`src/rtl/wb_ram_arbiter.sv`:
```
// Two-master Wishbone arbiter sharing one RAM slave: round-robin grant, burst-aware
// hold, one idle turnaround cycle between owners and a stalled-strobe watchdog.
module wb_ram_arbiter #(
  parameter int aw      = 32,
  parameter int dw      = 32,
  parameter int timeout = 255
) (
  input  logic          wb_clk_i,
  input  logic          wb_rst_ni,
  input  logic [aw-1:0] m0_adr_i,
  input  logic [dw-1:0] m0_dat_i,
  input  logic [3:0]    m0_sel_i,
  input  logic          m0_we_i,
  input  logic [2:0]    m0_cti_i,
  input  logic [1:0]    m0_bte_i,
  input  logic          m0_cyc_i,
  input  logic          m0_stb_i,
  output logic [dw-1:0] m0_dat_o,
  output logic          m0_ack_o,
  output logic          m0_err_o,
  input  logic [aw-1:0] m1_adr_i,
  input  logic [dw-1:0] m1_dat_i,
  input  logic [3:0]    m1_sel_i,
  input  logic          m1_we_i,
  input  logic [2:0]    m1_cti_i,
  input  logic [1:0]    m1_bte_i,
  input  logic          m1_cyc_i,
  input  logic          m1_stb_i,
  output logic [dw-1:0] m1_dat_o,
  output logic          m1_ack_o,
  output logic          m1_err_o,
  output logic [aw-1:0] s_adr_o,
  output logic [dw-1:0] s_dat_o,
  output logic [3:0]    s_sel_o,
  output logic          s_we_o,
  output logic [2:0]    s_cti_o,
  output logic [1:0]    s_bte_o,
  output logic          s_cyc_o,
  output logic          s_stb_o,
  input  logic [dw-1:0] s_dat_i,
  input  logic          s_ack_i,
  input  logic          s_err_i,
  output logic [1:0]    grant_o
);

  typedef enum logic [1:0] {
    IDLE  = 2'd0,
    GNT0  = 2'd1,
    GNT1  = 2'd2,
    ABORT = 2'd3
  } state_t;

  localparam logic [7:0] TO = 8'(timeout);

  state_t     r_state, w_next;
  logic       r_last, w_next_last;
  logic [7:0] r_wait_cnt, w_next_cnt;
  logic       w_own_cyc, w_oth_cyc, w_done, w_bound, w_expired, w_in_gnt;
  logic [2:0] w_own_cti;

  // State, last-owner and watchdog registers.
  always_ff @(posedge wb_clk_i or negedge wb_rst_ni) begin
    if (!wb_rst_ni) begin
      r_state    <= IDLE;
      r_last     <= 1'b1;
      r_wait_cnt <= 8'd0;
    end else begin
      r_state    <= w_next;
      r_last     <= w_next_last;
      r_wait_cnt <= w_next_cnt;
    end
  end

  // Owner-relative view of the bus request and transfer completion.
  always_comb begin
    w_in_gnt = (r_state == GNT0) || (r_state == GNT1);
    if (r_state == GNT1) begin
      w_own_cyc = m1_cyc_i;
      w_oth_cyc = m0_cyc_i;
      w_own_cti = m1_cti_i;
    end else begin
      w_own_cyc = m0_cyc_i;
      w_oth_cyc = m1_cyc_i;
      w_own_cti = m0_cti_i;
    end
    w_done    = s_ack_i | s_err_i;
    w_bound   = (w_own_cti == 3'b000) || (w_own_cti == 3'b111);
    w_expired = (TO != 8'd0) && (r_wait_cnt == TO);
  end

  // Next-state and round-robin bookkeeping; an ack always beats watchdog expiry.
  always_comb begin
    w_next      = r_state;
    w_next_last = r_last;
    case (r_state)
      IDLE: begin
        if (m0_cyc_i && m1_cyc_i) begin
          if (r_last) begin
            w_next      = GNT0;
            w_next_last = 1'b0;
          end else begin
            w_next      = GNT1;
            w_next_last = 1'b1;
          end
        end else if (m0_cyc_i) begin
          w_next      = GNT0;
          w_next_last = 1'b0;
        end else if (m1_cyc_i) begin
          w_next      = GNT1;
          w_next_last = 1'b1;
        end else begin
          w_next = IDLE;
        end
      end
      GNT0, GNT1: begin
        if (!w_own_cyc) begin
          w_next = IDLE;
        end else if (w_done && w_bound && w_oth_cyc) begin
          w_next = IDLE;
        end else if (w_done) begin
          w_next = r_state;
        end else if (w_expired) begin
          w_next = ABORT;
        end else begin
          w_next = r_state;
        end
      end
      ABORT:   w_next = IDLE;
      default: w_next = IDLE;
    endcase
  end

  // Watchdog counts stalled strobe cycles of the current owner only.
  always_comb begin
    w_next_cnt = 8'd0;
    if (w_in_gnt && (w_next == r_state) && !w_done && s_stb_o && (TO != 8'd0)) begin
      if (r_wait_cnt == TO) begin
        w_next_cnt = r_wait_cnt;
      end else begin
        w_next_cnt = r_wait_cnt + 8'd1;
      end
    end else begin
      w_next_cnt = 8'd0;
    end
  end

  // Slave-side mux and master responses, combinational from the registered owner.
  always_comb begin
    s_adr_o  = m0_adr_i;
    s_dat_o  = m0_dat_i;
    s_sel_o  = m0_sel_i;
    s_we_o   = m0_we_i;
    s_cti_o  = m0_cti_i;
    s_bte_o  = m0_bte_i;
    s_cyc_o  = 1'b0;
    s_stb_o  = 1'b0;
    m0_ack_o = 1'b0;
    m0_err_o = 1'b0;
    m1_ack_o = 1'b0;
    m1_err_o = 1'b0;
    grant_o  = 2'b00;
    case (r_state)
      GNT0: begin
        s_cyc_o  = m0_cyc_i;
        s_stb_o  = m0_stb_i;
        m0_ack_o = s_ack_i;
        m0_err_o = s_err_i;
        grant_o  = 2'b01;
      end
      GNT1: begin
        s_adr_o  = m1_adr_i;
        s_dat_o  = m1_dat_i;
        s_sel_o  = m1_sel_i;
        s_we_o   = m1_we_i;
        s_cti_o  = m1_cti_i;
        s_bte_o  = m1_bte_i;
        s_cyc_o  = m1_cyc_i;
        s_stb_o  = m1_stb_i;
        m1_ack_o = s_ack_i;
        m1_err_o = s_err_i;
        grant_o  = 2'b10;
      end
      ABORT: begin
        m0_err_o = ~r_last;
        m1_err_o = r_last;
      end
      default: begin
        grant_o = 2'b00;
      end
    endcase
  end

  assign m0_dat_o = s_dat_i;
  assign m1_dat_o = s_dat_i;

endmodule

```
`config.mk`:
```
export PLATFORM = sky130hd
export DESIGN_NAME = wb_ram_arbiter
export DESIGN_NICKNAME = d
export VERILOG_FILES = /design/src/rtl/wb_ram_arbiter.sv
export SDC_FILE = /design/constraint.sdc
export NUM_CORES = 1
export LEC_CHECK = 0
export BUFFER_PORTS_ARGS = -buffer_cell sky130_fd_sc_hd__buf_4
export CORE_AREA = 8 8 125 127
export CTS_BUF_LIST = sky130_fd_sc_hd__clkbuf_8 sky130_fd_sc_hd__clkbuf_16
export DETAILED_ROUTE_END_ITERATION = 10
export DIE_AREA = 0 0 133 135
export GPL_ROUTABILITY_DRIVEN = 0
export PLACE_DENSITY = 0.52
export SLEW_MARGIN = 20
export SYNTH_ARGS = -nofsm -noshare
export SYNTH_HDL_FRONTEND = slang
export SYNTH_SLANG_ARGS = --single-unit
```
`constraint.sdc`:
```
create_clock -name wb_clk_i -period 3 [get_ports wb_clk_i]
set_input_delay 0.45 -clock wb_clk_i [delete_from_list [all_inputs] [get_ports wb_clk_i]]
set_output_delay 0.45 -clock wb_clk_i [all_outputs]
set_load 0.01 [all_outputs]
```
Yosys cells after proc, flatten, opt, wreduce, memory -nomap -nowiden
Index checks and enable logic that the tools add are counted.

word-level totals
  bits of input ports = 188
  register bits = 11

operators by class
  add/sub/neg operators = 1
  reductions and logical operators = 14
  muxes and demuxes = 30
  eq/ne operators = 7
  bitwise operators = 2

operators with widths
  cell                                                                   count
  32-bit two-way mux                                                     2
  2-bit two-way mux                                                      9
  8-bit two-way mux                                                      2
  1-bit two-way mux                                                      9
  8-bit by 1-bit adder with 8-bit output, second input constant          1
  8-bit equality test, second input constant                             1
  1-bit one-hot mux with 2 select lines                                  4
  1-bit logical AND                                                      6
  2-bit one-hot mux with 3 select lines                                  1
  2-bit equality test, second input constant                             2
  4-bit two-way mux                                                      1
  2-bit one-hot mux with 2 select lines                                  1
  3-bit equality test, second input constant                             1
  3-bit logical NOT                                                      1
  3-bit two-way mux                                                      1
  3-bit nonzero test                                                     1
  2-bit by 1-bit equality test with 1-bit output, second input constant  1
  2-bit equality test                                                    1
  2-bit logical NOT                                                      1
  1-bit logical OR                                                       2
  2-bit inequality test, second input constant                           1
  2-bit AND reduction                                                    1
  2-bit OR reduction                                                     1
  1-bit logical NOT                                                      1
  2 further kinds                                                        2

Depth between registers and ports, before layout
Gate-level depths: netlist of run 1.

  depth after elaboration = 14
  depth in mapped cells = 7
  gate-level depth less buffers = 6

Worst setup path before layout of run 1
No wires, ideal clock.

  kind = register to output
  start point = register r_state[0]
  end point = output port s_adr_o[0]
  path slack = 0.593 ns
  buffers on the path = 3
  arrival time = 1.957 ns
  cell stages (with the launch flop) = 7
  path through = dfrtp_1 -> inv_1 -> ha_1 -> buf_6 -> clkbuf_1 -> clkbuf_1 -> mux2_2

on the way
  cells in the longest elaborated chain, start to end = 2

RTL lines
  what                    RTL line  source
  from (decl)             55        state_t r_state, w_next;
  from (signal assigned)  68        r_state <= w_next;
  2-bit equality test     162       case (r_state)
  32-bit two-way mux      162
  to (decl)               32        output logic [aw-1:0] s_adr_o,

No other way between the ends.

Worst setup path after layout of run 1
Same ends and word-level chain as after synthesis.

==> results of run 1 <==
final cells by class:
cell class	count	share of cell area
Antenna cell	1	0.0006609
Clock buffer	3	0.01983
Clock inverter	1	0.0009914
Inverter	4	0.003966
Multi-Input combinational cell	150	0.3668
Sequential cell	11	0.07303
Tap cell	180	0.05948
Timing Repair Buffer	238	0.4752
state kept, by name (all words and copies together) (netlist names):
| signal | flops |
|---|---|
| r_last | 1 |
| r_wait_cnt | 8 |
| r_state | 2 |
routing by layer:
metal | vias up | track usage
li1 | 1143 | -
met5 | - | 0
met3 | 12 | 0.09361
met2 | 153 | 0.2358
met1 | 1123 | 0.1257
met4 | 10 | 0.01073
worst reg2reg max path: cells and delay by family, from the launching register on:
kind                     cells  cell delay [ns]
adder cells (fa/ha/maj)      1             0.38
buffers and inverters        1             0.17
flip-flops                   1             0.44
AO/OA/AOI/OAI                2             0.56
AND/OR/NAND/NOR              2             0.85
worst paths after layout:
path                                 start            end  slack, ns  cells past startpoint
worst min register to register      r_last         r_last       0.56                      2
worst min-delay path             wb_rst_ni  r_wait_cnt[3]       0.04                      1
max in group asynchronous        wb_rst_ni         r_last       2.73                      1
worst max register to register  r_state[0]  r_wait_cnt[3]       0.48                      6
worst max-delay path            r_state[0]     s_adr_o[0]       0.36                      5
min in group wb_clk_i             m0_cyc_i         r_last       0.44                      2
stage by stage:
step	setup slack (ns)	area (um2)	utilization	hold WS, ns	cells
5_1_grt	0.2235	3784	0.2780	0.04557	587
6_report	0.3599	3786	0.2782	0.04299	588
2_1_floorplan	0.5928	2197	-	0.1544	240
4_1_cts	0.3409	3784	0.2780	0.03803	587
3_5_place_dp	0.4710	3705	0.2722	0.2939	583
3_3_place_gp	0.5797	3705	0.2722	0.2948	583
logic make-up after synthesis:
logic type               count (synthesis)  synth area share
AO/OA/AOI/OAI                           22           0.07062
adder cells (fa/ha/maj)                  6           0.03417
multiplexers                            81            0.4117
flip-flops                              11            0.1259
buffers and inverters                   79            0.2477
AND/OR/NAND/NOR                         39            0.1019
XOR/XNOR                                 2          0.007974
power by group:
part | total (mW) | switching, mW | leakage, nW | internal, mW
clock network | 0.234 | 0.0597 | 0.0423 | 0.174
logic | 1.57 | 0.718 | 1.63 | 0.855
registers | 0.208 | 0.0355 | 0.148 | 0.173
Yosys cell counts, types with 2 or more instances:
cell type,count
a21oi_1,3
a22oi_1,2
a31oi_1,2
and2_1,2
and4_1,2
buf_4,64
clkbuf_1,10
dfrtp_1,10
ha_1,6
inv_1,4
mux2_2,75
mux2i_1,6
nand2_1,8
nand3_1,3
nor2_1,3
nor4_1,9
o21ai_0,4
o31ai_1,2
or2_2,2
or3_1,3
==> flow_summary.ini, run 1 <==
[status]
outcome = complete, no violations

[floorplan]
die_h_um = 135
ios = 334
dieWidth_um = 133
start_util = 0.1614
die_area_mm2 = 0.01796
core-area_mm2 = 0.01361
row_count = 43

[sta]
slew_viol_final = 0
slew-limit-headroom = 0.7321
tns_ns = 0
fmax_ghz = 0.3788
min_period_over_period = 0.8800
grt_setup_unrepaired = no
worst_slew_pin_slew_ns = 0.3917
skew_ns = 0.003889
final_hold_viol_count = 0
min_period_ns = 2.640
setup_violations = 0

[yosys]
synth_edf_count = 0
avgSynthCellArea_um2 = 9.155
netlist_instances = 240
synth.top_cell.area_share = 0.3844
ys_seq_area_frac = 0.1259
synth_top_cells_by_area = mux2_2 38%, buf_4 22%, dfrtp_1 11%, ha_1 3.4%, mux2i_1 2.7%
ys_ff_latch = 11
yosysWarnings = 0
synth_nets = 434
synth.distinct_cells = 40
async_flop_share = 1.000
yosysTopAreaCell = mux2_2
synth_area_mm2 = 0.002197
synth_top_flop_cell = dfrtp_1

[pwr]
ir_worst_vdd_mv = 0.2475
finalPower_mw = 2.015
p_per_area_mw_per_mm2 = 532.1
p_leak_nw = 1.824

[cts]
cts_hold_buf = 0
cts-buffers-inserted = 3
cts_setup_buffers = 0
cts_buffer_depth = 2
cts-root-buf = clkbuf_16
cts_max_level = 1
cts_resized = 0
cts_tree = built
clock-sinks = 11
worstSkewPairLatency_ns = 0.24
path_clk_slew_ns = 0.04

[job]
cap_viol_max_count = 0

[grt]
overflow = 0
grt_pass1_vias = 2731
grt_use_total = 0.1320
antenna_found_initial = 6
grt_max_degree = 60
grt_pass1_wl_um = 18080

[final_layout]
seq_area_um2 = 276.5
areaGrowthSynthToFinish_pct = 72.32
drive_gt1_frac = 0.7887
multi_input_area_mm2 = 0.001389
fillCellCount = 1462
final_cell_mix = 237 x buf_4, 75 x mux2_2, 10 x dfrtp_1
final_common_cell = buf_4
fin_nets = 602

[drt]
wl_met2_um = 6609
drt-initial-drc-count = 87
antenna_left = 0
vias = 2441
drt_first_pass_iters = 4
top_layer_used = met5
finalWirelength_um = 12750
m1WireLength_um = 4206
drc = 0
viasPerCell = 4.151
wl_per_cell_um = 21.69
wl_met3_um = 1856

[critical_path]
critPathMaxFanout = 59
cp-end-kind = output port
start_kind = register
criticalPathCategory = register to output port
crit_buf_inv = 3
max_stage_delay_ns = 0.44
slowest_stage = dfrtp_1
critPathRequiredTime_ns = 2.55
cp_data_arrival_time_ns = 2.19
crit_chain = inv_1 > ha_4 > buf_12 > mux2_2 > buf_4
cp_top_family = buffers and inverters

[worst_hold_path]
worst_hold_path_type = input pin to async pin

[placed_design]
io_buffers = 237
dpl.hpwl_um = 11430
(Power assumes the default switching activity.)
==> inputs of run 2 (changes only) <==
- ABC_AREA: default -> 1
- PLACE_DENSITY: 0.52 -> 0.53
==> run 2 against run 1 <==
Sequential cell count unchanged. Via count up 21%. Clock skew down 0.0029 ns. Critical endpoint is now s_adr_o[1]. Sequential share of layout area down 0.14 points.
==> flow_summary.ini, run 2 <==
[yosys]
synth.top_cell.area_share = 0.4122
synth_area_mm2 = 0.002286
synth_top_flop_cell = dfrtp_1
async_flop_share = 1.000
synthTopCellsByCount = 251 x nand2_1, 64 x buf_4, 22 x inv_1
synth_nets = 624
synth_edf_count = 0
synth_top_cells_by_area = nand2_1 41%, buf_4 21%, dfrtp_1 11%, inv_1 3.6%, ha_1 3.3%
yosysMostFrequentCell = nand2_1
netlist_instances = 430
yosysTopAreaCell = nand2_1
ys_ff_latch = 11
yosysWarnings = 0
synth.distinct_cells = 23
ys_seq_area_frac = 0.1210
avgSynthCellArea_um2 = 5.316

[placed_design]
dpl.hpwl_um = 10270
dpl_cell_area_mm2 = 0.003784
io_buffers = 237
place_inst = 768
post-place-ws_ns = 0.7736

[pwr]
p_leak_nw = 2.296
p_per_area_mw_per_mm2 = 684.0
ir_worst_vdd_mv = 0.5001
finalPower_mw = 2.642

[final_layout]
final_cell_area_mm2 = 0.003862
final_common_cell = nand2_1
areaGrowthSynthToFinish_pct = 68.97
layout.cells.non_filler = 772
drive_gt1_frac = 0.4493
antenna_cells = 0
fin_nets = 787
regMostFlops = r_wait_cnt
final_cell_mix = 251 x nand2_1, 237 x buf_4, 23 x inv_1
largest_reg_flops = 8
reg.largest.list = r_wait_cnt: 8 flops, r_state: 2 flops, r_last: 1 flops
fin_util = 0.2838

[grt]
overflow = 0
grt_pass1_wl_um = 17190
antenna_found_initial = 0
grt_pass1_vias = 2778
grt_max_degree = 85
grt_use_total = 0.1195

[critical_path]
cp_data_arrival_time_ns = 1.97
critPathRequiredTime_ns = 2.55
r2r-start = r_state[0]
r2r_setup_slack_ns = 0.76
crit_path_frequent_cell = nand2_1
r2r_end = r_wait_cnt[3]
crit_cells = 7
crit_buf_inv = 4
crit_chain = inv_1 > ha_4 > inv_2 > buf_12 > nand2_1 > nand2_1 > buf_4
cp_top_family = buffers and inverters
critPathMaxFanout = 52
criticalPathCategory = register to output port
cp-end-kind = output port
start_kind = register
rr_worst_depth = 12
max_stage_delay_ns = 0.39
slowest_stage = dfrtp_1

[cts]
cts_max_level = 1
cts-buffers-inserted = 3
cts_buffer_depth = 2
worstSkewPairLatency_ns = 0.24
cts_resized = 0
clock-sinks = 11
cts_setup_buffers = 0
cts_hold_buf = 0
cts-root-buf = clkbuf_16
cts_tree = built
path_clk_slew_ns = 0.04

[sta]
worst_slew_pin_slew_ns = 0.4864
final_hold_viol_count = 0
min_period_ns = 2.423
skew_ns = 0.0009781
slew-limit-headroom = 0.6752
min_period_over_period = 0.8078
fmax_ghz = 0.4126
grt_setup_unrepaired = no
setup_violations = 0
finalWorstSetupSlack_ns = 0.5765
slew_viol_final = 0
tns_ns = 0
worst_hold_slack_ns = 0.04150

[floorplan]
dieWidth_um = 133
core-area_mm2 = 0.01361
die_h_um = 135
row_count = 43
start_util = 0.1679
ios = 334
die_area_mm2 = 0.01796

[job]
cap_viol_max_count = 0

[drt]
vias = 2951
drt_first_pass_iters = 4
antenna_left = 0
drt-initial-drc-count = 125
drc = 0
finalWirelength_um = 12140
viasPerCell = 3.823
wl_per_cell_um = 15.73

[status]
outcome = complete, no violations

[worst_hold_path]
worst_hold_path_type = input pin to async pin
run 2: area by class of cell:
type                    count  area (um2)
fillers                  1555        9749
clock inverters             1       3.754
repair buffers            239        1819
well taps                 180       225.2
clock buffers               3       75.07
flip-flops and latches     11       276.5
multi-input cells         314        1373
inverters                  24       90.09
run 2: worst max path at each step:
| stage | to | slack (ns) | from |
|---|---|---|---|
| after floorplan | s_adr_o[0] | 0.85 | r_state[0] |
| after global placement | r_wait_cnt[4] | 0.82 | r_state[0] |
| after detailed placement | r_wait_cnt[3] | 0.77 | r_state[0] |
| after CTS | s_adr_o[16] | 0.54 | r_state[0] |
| after global routing | s_bte_o[0] | 0.42 | r_state[0] |
| final | s_adr_o[1] | 0.58 | r_state[0] |
run 2: logic make-up after synthesis:
logic type | Yosys count | synth area share
AND/OR/NAND/NOR | 288 | 0.5123
buffers and inverters | 105 | 0.2841
AO/OA/AOI/OAI | 17 | 0.03831
flip-flops | 11 | 0.1210
adder cells (fa/ha/maj) | 6 | 0.03284
XOR/XNOR | 3 | 0.01150
run 2: power by group:
group	switching, mW	internal (mW)	total [mW]	leakage [nW]
sequential	0.0220	0.173	0.195	0.148
clock	0.0646	0.175	0.239	0.0423
combinational	1.24	0.971	2.21	2.11
total	1.32	1.32	2.64	2.30
run 2: metal layers:
layer / track usage / up-vias / wire [um]
met4: 0.01577 / 0 / 97
met1: 0.1371 / 1221 / 4726
met2: 0.2035 / 172 / 5931
met5: 0 / - / 0
li1: - / 1548 / -
met3: 0.05498 / 10 / 1388
